==> src/rtl/mem_port_arbiter_pkg.sv <==
// Shared definitions for the memory port arbiter and the decode control unit.
package mem_port_arbiter_pkg;

  typedef enum logic [1:0] {
    IDLE     = 2'd0,
    BUSY_IF  = 2'd1,
    BUSY_MEM = 2'd2,
    RESP     = 2'd3
  } arb_state_t;

  // MEM-stage control code: MSB enables an access, LSB selects write.
  localparam int         MEM_CTRL_EN_BIT = 1;
  localparam int         MEM_CTRL_WE_BIT = 0;
  localparam logic [1:0] MEM_LOAD        = 2'b10;
  localparam logic [1:0] MEM_STORE       = 2'b11;

endpackage

==> src/rtl/mem_port_arbiter_rr_grant2.sv <==
// Two-requester round-robin picker. When both requesters are pending, the one
// that did not win last time is picked. Holds last_grant (0 = IF, 1 = MEM).
module rr_grant2 (
  input  logic clk,
  input  logic rst_n,
  input  logic req_if,
  input  logic req_mem,
  input  logic take,
  output logic pick_mem,
  output logic last_mem
);

  // MEM wins when it is the only requester or IF had the last grant.
  always_comb begin
    pick_mem = req_mem & (~req_if | ~last_mem);
  end

  // Remember the winner once the grant is actually taken.
  always_ff @(posedge clk) begin
    if (!rst_n)    last_mem <= 1'b0;
    else if (take) last_mem <= pick_mem;
  end

endmodule

==> src/rtl/mem_port_arbiter.sv <==
// Shares one external memory bus between instruction fetch and the MEM stage.
// One transaction at a time, req/ack handshake, one RESP turnaround cycle.
// Optional: define MEM_TIMEOUT_EN to abort a transaction that sees no ack
// within TIMEOUT_CYCLES busy cycles (bus_err pulses with the ready).
import mem_port_arbiter_pkg::*;

module mem_port_arbiter #(
  parameter int AW             = 32,
  parameter int DW             = 32,
  parameter int TIMEOUT_CYCLES = 255
) (
  input  logic          clk,
  input  logic          rst_n,
  input  logic          if_req,
  input  logic [AW-1:0] if_addr,
  output logic [DW-1:0] if_rdata,
  output logic          if_ready,
  input  logic [1:0]    mem_ctrl,
  input  logic [AW-1:0] mem_addr,
  input  logic [DW-1:0] mem_wdata,
  output logic [DW-1:0] mem_rdata,
  output logic          mem_ready,
  output logic          stall,
  output logic          bus_req,
  output logic          bus_we,
  output logic [AW-1:0] bus_addr,
  output logic [DW-1:0] bus_wdata,
  input  logic [DW-1:0] bus_rdata,
  input  logic          bus_ack,
  output logic          bus_err
);

  if (TIMEOUT_CYCLES < 1) begin : g_tmo_chk
    $error("TIMEOUT_CYCLES must be at least 1");
  end

  arb_state_t state, state_nxt;
  logic       mem_pend, pend, grant, pick_mem, last_mem, busy, done, tmo;

  assign mem_pend = mem_ctrl[MEM_CTRL_EN_BIT];
  assign pend     = mem_pend | if_req;
  assign busy     = (state == BUSY_IF) | (state == BUSY_MEM);
  assign done     = busy & (bus_ack | tmo);

  rr_grant2 u_rr (
    .clk      (clk),
    .rst_n    (rst_n),
    .req_if   (if_req),
    .req_mem  (mem_pend),
    .take     (grant),
    .pick_mem (pick_mem),
    .last_mem (last_mem)
  );

  // State register.
  always_ff @(posedge clk) begin
    if (!rst_n) state <= IDLE;
    else        state <= state_nxt;
  end

  // Next state; a grant is only issued from IDLE, so RESP is a turnaround.
  always_comb begin
    state_nxt = state;
    grant     = 1'b0;
    case (state)
      IDLE: if (pend) begin
        grant     = 1'b1;
        state_nxt = pick_mem ? BUSY_MEM : BUSY_IF;
      end
      BUSY_IF, BUSY_MEM: if (done) state_nxt = RESP;
      RESP:    state_nxt = IDLE;
      default: state_nxt = IDLE;
    endcase
  end

  // Bus request registers latched at grant, read data captured at completion.
  // A timed-out transaction returns zero to its requester; stores never touch
  // mem_rdata unless they time out.
  always_ff @(posedge clk) begin
    if (!rst_n) begin
      bus_req   <= 1'b0;
      bus_we    <= 1'b0;
      bus_addr  <= '0;
      bus_wdata <= '0;
      if_rdata  <= '0;
      mem_rdata <= '0;
    end else if (grant) begin
      bus_req   <= 1'b1;
      bus_we    <= pick_mem & mem_ctrl[MEM_CTRL_WE_BIT];
      bus_addr  <= pick_mem ? mem_addr : if_addr;
      bus_wdata <= pick_mem ? mem_wdata : '0;
    end else if (done) begin
      bus_req <= 1'b0;
      if (state == BUSY_IF) if_rdata  <= tmo ? '0 : bus_rdata;
      else if (tmo)         mem_rdata <= '0;
      else if (!bus_we)     mem_rdata <= bus_rdata;
    end
  end

  assign if_ready  = (state == RESP) & ~last_mem;
  assign mem_ready = (state == RESP) &  last_mem;
  assign stall     = (mem_pend & ~mem_ready) | (if_req & ~if_ready);

`ifdef MEM_TIMEOUT_EN
  localparam int CW = ($clog2(TIMEOUT_CYCLES + 1) > 8) ? $clog2(TIMEOUT_CYCLES + 1) : 8;
  logic [CW-1:0] to_cnt;
  logic          err_q;

  assign tmo     = busy & ~bus_ack & (to_cnt == CW'(TIMEOUT_CYCLES - 1));
  assign bus_err = err_q;

  // Busy-cycle counter, cleared at grant.
  always_ff @(posedge clk) begin
    if (!rst_n)     to_cnt <= '0;
    else if (grant) to_cnt <= '0;
    else if (busy)  to_cnt <= to_cnt + CW'(1);
  end

  // Error flag is set on abort and lives only for the RESP cycle.
  always_ff @(posedge clk) begin
    if (!rst_n) err_q <= 1'b0;
    else        err_q <= tmo;
  end
`else
  assign tmo     = 1'b0;
  assign bus_err = 1'b0;
`endif

endmodule

==> config.mk <==
export PLATFORM = sky130hd
export DESIGN_NAME = mem_port_arbiter
export DESIGN_NICKNAME = d
export VERILOG_FILES = /design/src/rtl/mem_port_arbiter_pkg.sv /design/src/rtl/mem_port_arbiter_rr_grant2.sv /design/src/rtl/mem_port_arbiter.sv
export SDC_FILE = /design/constraint.sdc
export NUM_CORES = 1
export LEC_CHECK = 0
export ABC_AREA = 0
export CORE_MARGIN = 1.5
export CORE_UTILIZATION = 40
export CTS_CLUSTER_DIAMETER = 40
export DETAILED_ROUTE_END_ITERATION = 16
export GPL_TIMING_DRIVEN = 0
export PLACE_DENSITY = 0.91
export SLEW_MARGIN = 20
export SYNTH_ARGS = -nofsm -noshare
export SYNTH_HDL_FRONTEND = slang
export SYNTH_SLANG_ARGS = --single-unit
export TNS_END_PERCENT = 20
==> constraint.sdc <==
create_clock -name clk -period 2.18 [get_ports clk]
set_input_delay 0.436 -clock clk [delete_from_list [all_inputs] [get_ports clk]]
set_output_delay 0.436 -clock clk [all_outputs]
set_load 0.01 [all_outputs]
==> flow_metrics.env <==
export IMPL_cp_endpoint="mem_ready"
export IMPL_grt_max_degree=17
export IMPL_fin_util=0.681
export IMPL_seqCellArea_um2=2660
export IMPL_async_reset_ff_frac=0
export IMPL_fp_dieArea_um2=13800
export IMPL_die_h_um=117
export IMPL_clkPwrFrac=0.289
export IMPL_syn_to_final_growth_pct=65.2
export IMPL_r2r_cells=7
export IMPL_p_leak_uw=0.00336
export IMPL_synth_cell_types=29
export IMPL_ctsHoldBuffers=0
export IMPL_seq_area_frac_synth=0.508
export IMPL_grt_pass1_wl_um=27000
export IMPL_r2r_end="if_rdata[20]$_SDFFE_PN0P_"
export IMPL_antenna_found_initial=0
export IMPL_worst_pin_slew_ns=0.612
export IMPL_ys_ff_latch=133
export IMPL_cp_max_fo=3
export IMPL_grt_pass1_vias=5245
export IMPL_r2r_slack_ns=0.09
export IMPL_synth_ff_type="dfxtp_1"
export IMPL_clkSlewWorstSetupHoldPaths_ns=0.05
export IMPL_p_comb_frac=0.360
export IMPL_drt_total_wl_um=17200
export IMPL_drv_slew=0
export IMPL_hold_violations=0
export IMPL_start_kind="flop"
export IMPL_track_usage=0.246
export IMPL_cts_sinks=133
export IMPL_dp_hpwl_um=12500
export IMPL_via_count=5242
export IMPL_drv_cap=0
export IMPL_syn_area_per_cell_um2=9.20
export IMPL_tns_ns=0
export IMPL_swShare=0.323
export IMPL_io_pin_count=268
export IMPL_ant_nets=0
export IMPL_routabilityCongestion=0.880
export IMPL_synth_edf_count=0
export IMPL_nNetsFinal=991
export IMPL_synth_warnings=0
export IMPL_irDropWorstVdd_mv=0.522
export IMPL_crit_path_end_kind="output port"
export IMPL_cts_buffer_depth=2
export IMPL_n_antenna_cell=0
export IMPL_p_per_area_nw_per_um2=1050
export IMPL_start_util=0.412
export IMPL_postCtsSetupBuffers=0
export IMPL_p_sw_uw=2930
export IMPL_fp_coreArea_um2=12700
export IMPL_numPortBuffers=265
export IMPL_cts_tree="built"
export IMPL_nFillCells=1005
export IMPL_worst_slew_margin_rel=0.592
export IMPL_critPathKind="reg2out"
export IMPL_clock_skew_ns=0.00562
export IMPL_h_tree_depth=4
export IMPL_design_power_total_uw=9060
export IMPL_synthesis_nets=707
export IMPL_rows=41
export IMPL_internal_power_uw=6130
export IMPL_post_route_min_period_ns=2.10
export IMPL_max_freq_ghz=0.477
export IMPL_wl_per_cell_um=16.5
export IMPL_required_ns=1.74
export IMPL_drt_iter0_drc=316
export IMPL_synth_area_um2=5240
export IMPL_cts_root_buf="clkbuf_16"
export IMPL_rsz0062_at_grt="yes"
export IMPL_status="finished, final reports clean"
export IMPL_drc=0
export IMPL_multiInputGateArea_um2=2320
export IMPL_arrival_ns=1.66
export IMPL_clock_latency_ns=0.42
export IMPL_grt_overflow=0
export IMPL_via_per_inst=5.05
export IMPL_synth_cells=570
export IMPL_period_share=0.962
export IMPL_cts_buffers=17
export IMPL_drt_pass1_iter_count=4
export IMPL_drive_gt1_frac=0.0496
export IMPL_r2r_start="state[1]$_SDFFE_PN0P_"
export IMPL_fp_dieW_um=117
export IMPL_finalSetupViolCount=0
export IMPL_startpoint="state[1]$_SDFFE_PN0P_"
export IMPL_hold_class="in2reg"
export IMPL_power_share_sequential=0.351
stage by stage:
| stage | hold WS [ns] | area, µm² | cells | worst slack, ns |
|---|---|---|---|---|
| after floorplan | 0.469 | 5240 | 570 | 0.411 |
| after global placement | 0.442 | 8110 | 1007 | -0.315 |
| after detailed placement | 0.445 | 8110 | 1007 | -0.391 |
| after CTS | 0.451 | 8660 | 1039 | -0.0393 |
| after global routing | 0.467 | 8660 | 1039 | -0.0395 |
| final | 0.453 | 8660 | 1039 | 0.0821 |
layout make-up:
cell class              instances  area share
flip-flops and latches        133       0.307
repair buffers                265       0.307
multi-input cells             384       0.267
clock buffers                  22      0.0524
plain buffers                  51      0.0308
well taps                     172      0.0248
clock inverters                10     0.00953
inverters                       2    0.000866
cell usage in the layout (no fill, tap or decap), drive strengths merged:
cell,instances
clkdlybuf4s50,262
dfxtp,133
nand2,131
a21oi,66
mux2i,65
clkbuf,62
nor2b,37
o21ai,34
a32oi,33
buf,11
clkinv,6
ha,3
clkinvlp,3
a21boi,3
inv,2
dlymetal6s2s,2
and2,1
or2b,1
nor2,1
a31oi,1
o21a,1
or4,1
nor3b,1
a21bo,1
o221a,1
a22oi,1
a21o,1
conb,1
bufinv,1
clkdlybuf4s15,1
worst max-delay path, stage by stage, from the launching register on:
cell	delay, ns
dfxtp_1	0.37
ha_1	0.20
and2_1	0.13
clkdlybuf4s50_1	0.55
logic make-up (layout without fill, tap and decap cells):
group | after synthesis | count (layout) | share of synthesized area
AOI/OAI and AO/OA | 142 | 142 | 0.166
adders and majority gates | 3 | 3 | 0.00716
buffers and inverters | 53 | 350 | 0.0503
DFF | 133 | 133 | 0.508
muxes | 65 | 65 | 0.124
other | 1 | 1 | 0.000715
and+or+nand+nor | 173 | 173 | 0.144
cell usage after synthesis, types with 2 or more instances:
cell type	instances	area (µm²)
ha_1	3	37.5
buf_1	3	11.3
inv_1	2	7.51
a21boi_0	2	15.0
nand2_1	131	492
o21ai_0	34	170
buf_12	3	60.1
buf_2	4	20.0
a21oi_1	66	330
clkbuf_1	39	146
a32oi_1	33	289
dfxtp_1	133	2660
mux2i_1	65	651
nor2b_1	37	231
power groups by stage:
stage / combinational (µW) / clock (µW) / sequential (µW)
detailed placement: 3220 / 0 / 3210
floorplan: 1440 / 0 / 3400
global route: 3530 / 2770 / 3230
finish: 3260 / 2620 / 3180
CTS: 3250 / 2650 / 3170
global placement: 3180 / 0 / 3190
timing repair:
action | 4_1_cts | 5_1_grt
resized for setup | 5 | 6
hold endpoints to repair | 0 | 0
setup endpoints to repair | 11 | 64
sequential cells by signal, indices dropped and copies added (netlist names):
signal and flops:
bus_addr 32, bus_wdata 32, if_rdata 32, mem_rdata 32, state 2, bus_req 1
bus_we 1, u_rr.last_mem 1
per-layer routing:
layer,vias to the layer above,global-route usage,part of all wire
met5,-,0,0
met4,0,0.105,0.030
met3,38,0.0722,0.064
met2,204,0.425,0.49
met1,2462,0.284,0.41
li1,2538,-,-
how the worst min path moves through the flow:
stage / from / to / slack (ns) / cells past startpoint
after floorplan: state[0]$_SDFFE_PN0P_ / state[0]$_SDFFE_PN0P_ / 0.47 / 2
after CTS: rst_n / state[1]$_SDFFE_PN0P_ / 0.45 / 2
after global routing: if_rdata[5]$_SDFFE_PN0P_ / if_rdata[5]$_SDFFE_PN0P_ / 0.47 / 2
after detailed placement: if_rdata[3]$_SDFFE_PN0P_ / if_rdata[3]$_SDFFE_PN0P_ / 0.45 / 2
after global placement: if_rdata[20]$_SDFFE_PN0P_ / if_rdata[20]$_SDFFE_PN0P_ / 0.44 / 2
final: rst_n / if_rdata[29]$_SDFFE_PN0P_ / 0.45 / 3
Power figures use the tool's default switching activity.
